**src/rtl/fetch_unit.sv**
```systemverilog
// Instruction fetch unit: requests a word from instruction memory, holds it for the
// datapath until accepted, then computes the next PC from jump/branch/zero.
module fetch_unit (
   input  logic        clk,
   input  logic        reset,
   input  logic        halt,
   output logic        imem_req,
   output logic [15:0] imem_addr,
   input  logic        imem_ack,
   input  logic [15:0] imem_rdata,
   output logic [15:0] instr,
   output logic [2:0]  opcode,
   output logic        instr_valid,
   input  logic        instr_ready,
   input  logic        jump,
   input  logic        branch,
   input  logic        zero,
   output logic [15:0] pc
);

   localparam logic [1:0] StIdle  = 2'd0;
   localparam logic [1:0] StFetch = 2'd1;
   localparam logic [1:0] StIssue = 2'd2;

   logic [1:0]  state_q, state_d;
   logic [15:0] pc_q, pc_d;
   logic        req_q, req_d;
   logic [15:0] addr_q, addr_d;
   logic [15:0] instr_q, instr_d;
   logic [2:0]  opcode_q, opcode_d;
   logic        valid_q, valid_d;

   logic [15:0] pc_plus1;
   logic [15:0] br_target;
   logic [15:0] next_pc;
   logic        accept;

   assign pc_plus1  = pc_q + 16'd1;
   assign br_target = pc_plus1 + {{9{instr_q[6]}}, instr_q[6:0]};
   assign accept    = valid_q & instr_ready;

   // Jump keeps the 8K region of pc+1; it wins over a taken branch.
   always_comb begin
      next_pc = pc_plus1;
      if (jump) begin
         next_pc = {pc_plus1[15:13], instr_q[12:0]};
      end else if (branch && zero) begin
         next_pc = br_target;
      end
   end

   always_comb begin
      state_d  = state_q;
      pc_d     = pc_q;
      req_d    = req_q;
      addr_d   = addr_q;
      instr_d  = instr_q;
      opcode_d = opcode_q;
      valid_d  = valid_q;
      case (state_q)
         StIdle: begin
            if (!halt) begin
               state_d = StFetch;
               req_d   = 1'b1;
               addr_d  = pc_q;
            end
         end
         StFetch: begin
            if (imem_ack) begin
               state_d  = StIssue;
               req_d    = 1'b0;
               instr_d  = imem_rdata;
               opcode_d = imem_rdata[15:13];
               valid_d  = 1'b1;
            end
         end
         StIssue: begin
            if (accept) begin
               pc_d    = next_pc;
               valid_d = 1'b0;
               if (halt) begin
                  state_d = StIdle;
               end else begin
                  state_d = StFetch;
                  req_d   = 1'b1;
                  addr_d  = next_pc;
               end
            end
         end
         default: begin
            state_d = StIdle;
            req_d   = 1'b0;
            valid_d = 1'b0;
         end
      endcase
   end

   always_ff @(posedge clk) begin
      if (reset) begin
         state_q  <= StIdle;
         pc_q     <= 16'h0000;
         req_q    <= 1'b0;
         addr_q   <= 16'h0000;
         instr_q  <= 16'h0000;
         opcode_q <= 3'b000;
         valid_q  <= 1'b0;
      end else begin
         state_q  <= state_d;
         pc_q     <= pc_d;
         req_q    <= req_d;
         addr_q   <= addr_d;
         instr_q  <= instr_d;
         opcode_q <= opcode_d;
         valid_q  <= valid_d;
      end
   end

   assign imem_req    = req_q;
   assign imem_addr   = addr_q;
   assign instr       = instr_q;
   assign opcode      = opcode_q;
   assign instr_valid = valid_q;
   assign pc          = pc_q;

endmodule

```
**config.mk**
```make
export PLATFORM = sky130hd
export DESIGN_NAME = fetch_unit
export DESIGN_NICKNAME = d
export VERILOG_FILES = /design/src/rtl/fetch_unit.sv
export SDC_FILE = /design/constraint.sdc
export NUM_CORES = 1
export LEC_CHECK = 0
export BUFFER_PORTS_ARGS = -buffer_cell sky130_fd_sc_hd__buf_2
export CORE_MARGIN = 5
export CORE_UTILIZATION = 30
export CTS_BUF_LIST = sky130_fd_sc_hd__clkbuf_8 sky130_fd_sc_hd__clkbuf_16
export DETAILED_ROUTE_END_ITERATION = 8
export PLACE_DENSITY = 0.53
export SLEW_MARGIN = 5
export SYNTH_ARGS = -nofsm -noshare
export SYNTH_HDL_FRONTEND = slang
export SYNTH_SLANG_ARGS = --single-unit
```
**constraint.sdc**
```tcl
create_clock -name clk -period 8 [get_ports clk]
set_input_delay 0.4 -clock clk [delete_from_list [all_inputs] [get_ports clk]]
set_output_delay 0.4 -clock clk [all_outputs]
set_load 0.01 [all_outputs]
```
======== Yosys cells after proc, flatten, opt, wreduce, memory -nomap -nowiden ========
Index checks and enable logic that the tools add are counted.
word-level totals
  bits in registers ....................... 55
  word-level logic and storage cells ...... 44
  bits of input ports ..................... 24
  output and inout bits ................... 53
operators by class
  eq/ne operators ......................... 6
  muxes and demuxes ....................... 18
  $add $sub $neg .......................... 2
  bitwise operators ....................... 2
  reduce and logical (&&, ||, !) cells .... 9
operators by type and width
  cell                                                 count
  2-to-1 mux 16 bit                                    5
  one-hot mux 16 bit (2 select lines)                  1
  adder 16 x 1 -> 16 bit, second input constant        1
  adder 16 bit                                         1
  != test 2 bit, second input constant                 4
  2-to-1 mux 1 bit                                     6
  2-to-1 mux 2 bit                                     3
  one-hot mux 1 bit (3 select lines)                   2
  one-hot mux 2 bit (3 select lines)                   1
  AND reduction 2 bit                                  3
  AND reduction 3 bit                                  2
  AND reduction 4 bit                                  1
  equality test 2 x 1 -> 1 bit, second input constant  1
  equality test 2 bit, second input constant           1
  logical NOT 2 bit                                    1
  nonzero test 2 bit                                   1
  bitwise AND 1 bit                                    1
  logical AND 1 bit                                    1
  inverter 1 bit                                       1

======== Longest topological paths before layout ========
  word-level depth ........................ 7
  mapped depth ............................ 13
  mapped depth without buffers ............ 13

======== Least setup slack after synthesis ========
No wires, ideal clock.
  path kind ............................... reg2reg
  from .................................... register pc_q[0] (netlist: pc[0])
  to ...................................... register pc_q[15] (netlist: pc[15])
  slack ................................... 4885 ps
  path buffers ............................ 0
  period minus slack after synthesis ...... 3115 ps
  setup time .............................. 121 ps
  arrival time ............................ 2994 ps
  cell stages (with the launch flop) ...... 14
  required time ........................... 7879 ps
  cell sequence ........................... dfxtp_1 > ha_1 > and3_1 > and2_1 > nand3_1 > xnor2_1 > ha_1 > and3_2 > and2_1 > nand3_1 > a32oi_1 > and2_1 > mux2i_1 > mux2_2
on the way
  cells in the longest elaborated chain, start to end .. 4
RTL lines
  what                      line  RTL
  start: declaration        26    logic [15:0] pc_q, pc_d;
  start signal: assignment  109   pc_q <= pc_d;
  adder 16 x 1 -> 16 bit *  38    assign pc_plus1 = pc_q + 16'd1;
  adder 16 bit              39    assign br_target = pc_plus1 + {{9{instr_q[6]}}, instr_q[6:0]};
  2-to-1 mux 16 bit         47    end else if (branch && zero) begin
  2-to-1 mux 16 bit *       45    if (jump) begin
Every way passes the cells marked *; elsewhere a longest branch is shown, timed or not.
A chain may end at the register's enable or synchronous reset.

======== Worst setup path after layout ========
  from .................................... register pc_q[4] (netlist: pc[4])
  to ...................................... register pc_q[15] (netlist: pc[15])
Same word-level chain as after synthesis.

==> flow_metrics.tcl <==
set metrics [dict create \
    synth_mux_area_frac 0.0209 \
    cp_max_fo 8 \
    postCtsHoldBufs 0 \
    whs_path_depth 3 \
    criticalPathCategory "register to register" \
    yosysTopAreaCell "dfxtp_1" \
    worstSetupEndpointType "register" \
    fp.dieH_um 118 \
    setup-tns-final_ns 0 \
    clk_latency_ns 0.30 \
    start_kind "register" \
    postRouteWirelength_mm 10.8 \
    synthSimpleGateAreaFrac 0.269 \
    hold_violations 0 \
    synth-xor-area-share 0.0479 \
    design.die.area_um2 13800 \
    ys_ff_latch 52 \
    critPathRequiredTime_ns 8.19 \
    worstRegToRegCells 12 \
    areaGrowthSynthToFinish_pct 17.7 \
    use_met2 0.274 \
    yosysMostFrequentCell "nand2_1" \
    fin_crit_ns 3.60 \
    synth_top_cells_by_count "nand2_1, a21oi_1, dfxtp_1" \
    start_util 0.306 \
    dp_hpwl_mm 8.16 \
    synth_flop_cell "dfxtp_1" \
    syn-num-nets 511 \
    drv_slew 0 \
    cts_htree_levels 2 \
    vias 3600 \
    nets 568 \
    cts_sinks 52 \
    fin_worst_skew_ns 0.00723 \
    cts_tree "yes" \
    worstPathArrival_ns 3.78 \
    synth_warnings 0 \
    yosysUniqueCellTypes 57 \
    slew_headroom 0.275 \
    clk_path_buf_depth 2 \
    grt.busiest_layer "met2" \
    place_inst 659 \
    grt_start_max_net_pins 57 \
    ys_top_cells_by_area "dfxtp_1, nand2_1, a21oi_1" \
    outcome "complete, no violations" \
    layout-drive-gt1-share 0.191 \
    cts_buffers 5 \
    wl_per_cell_um 16.3 \
    dieWidth_um 118 \
    fillers 1231 \
    gp_congestion 0.863 \
    via_per_inst 5.40 \
    synth.yosys.seq_area_share 0.300 \
    synth-adder-area-share 0.0778 \
    synthCells 466 \
    avgSynthCellArea_um2 7.46 \
    postRouteAntennaNets 0 \
    synth_top_area_share 0.300 \
    setup_violations 0 \
    drc 0 \
    worst_slew_pin_slew_ns 1.09 \
    use_met3 0.0298 \
    final_cells 667 \
    synth_edf_count 0 \
    finalPower_w 0.000596 \
    stdcell_area_um2 4090 \
    grt_pass1_wl_mm 17.8 \
    cts-root-buf "clkbuf_16" \
    p_leak_nw 1.84 \
    holdCritPathClass "primary input to register" \
    dr.first_iter.drc_count 214 \
    whs_ns 0.328 \
    fp-row-count 39 \
    synth_compound_area_frac 0.245 \
    cts_resized 0 \
    peakVddDrop_mv 0.0829 \
    place_area_um2 3940 \
    grt_use_total 0.154 \
    grt_pass1_vias 3577 \
    finalCritPeriodShare 0.449 \
    io_buffers 76 \
    grt.met1_usage 0.186 \
    ioPinCount 77 \
    firstDrtPassIters 4 \
    cts_setup_buffers 0 \
    path_clk_slew_ns 0.08 \
    grt_remaining_overflow 0 \
    rsz0062_at_grt "no" \
    async_flop_share 0 \
    cap_violations 0 \
    fmax_ghz 0.278 \
    netlist_area_um2 3470 \
    powerDensity_nw_per_um2 146 \
    antenna_found_initial 0 \
    antenna_cells 0 \
    coreArea_um2 11400 \
    synth_top_family_by_area "simple AND/OR/NAND/NOR gates" \
]
-- per-layer routing --
layer  vias up  routed length (um)
li1       1796                   -
met1      1720                4800
met2        73                5410
met3        11                 468
met4         0                 165
met5         -                   0
-- where the power goes --
part	total (W)	internal, W	switching [W]	leakage, nW
clock	0.000227	0.000119	0.000108	0.0708
sequential	0.000279	0.000270	0.00000970	0.423
combinational	0.0000895	0.0000333	0.0000562	1.35
-- path summary, 6_finish.rpt --
check,end,startpoint,slack [ns]
worst max-delay path,pc[15],pc[4],4.40
worst min-delay path,instr[12],imem_rdata[12],0.33
worst max register to register,pc[15],pc[4],4.40
worst min register to register,imem_req,imem_req,0.46
-- worst max-delay path, cell delays in order, from the launching register on --
cell	delay, ns
dfxtp_1	0.49
and4_1	0.28
and3_1	0.29
and3_1	0.20
xor2_1	0.32
ha_1	0.36
o21ai_0	0.16
a211oi_2	0.31
nand2_1	0.08
o221a_2	0.26
and2_1	0.20
mux2i_1	0.18
mux2_2	0.35
-- sequential cells by signal (all words and copies together) (netlist names) --
register     count
pc              16
instr           15
instr_valid      1
imem_req         1
opcode           1
imem_addr       16
state_q          2
-- placed cells by master, fill, tap and decap left out, drive strengths merged, types with 6 or more instances in the layout --
cell / instances
dfxtp: 52
o211ai: 8
and3: 8
o21ai: 12
nand2: 78
a211oi: 20
buf: 79
nor3: 16
nand3: 21
nor2: 48
inv: 6
a21o: 8
ha: 20
a21oi: 56
xnor2: 11
xor2: 8
-- cell type report --
cell class	instances	area [um2]	area share
multi-input combinational	381	2300	0.563
sequential	52	1040	0.255
timing repair buffer	79	403	0.0985
tap	143	179	0.0438
clock buffer	5	125	0.0306
clock inverter	3	25.0	0.00612
inverter	4	15.0	0.00367
-- cells by family after synthesis --
family | count (synthesis)
compound gates | 132
xor+xnor | 19
fa+ha+maj | 21
buf+inv | 33
flops | 52
mux | 7
simple gates | 202
-- through the flow --
step,worst slack [ns],utilization
after global placement,4.57,0.346
after global routing,4.10,0.360
after floorplan,4.89,-
after detailed placement,4.45,0.346
final,4.40,0.360
after CTS,4.41,0.360
(Power assumes the default switching activity.)
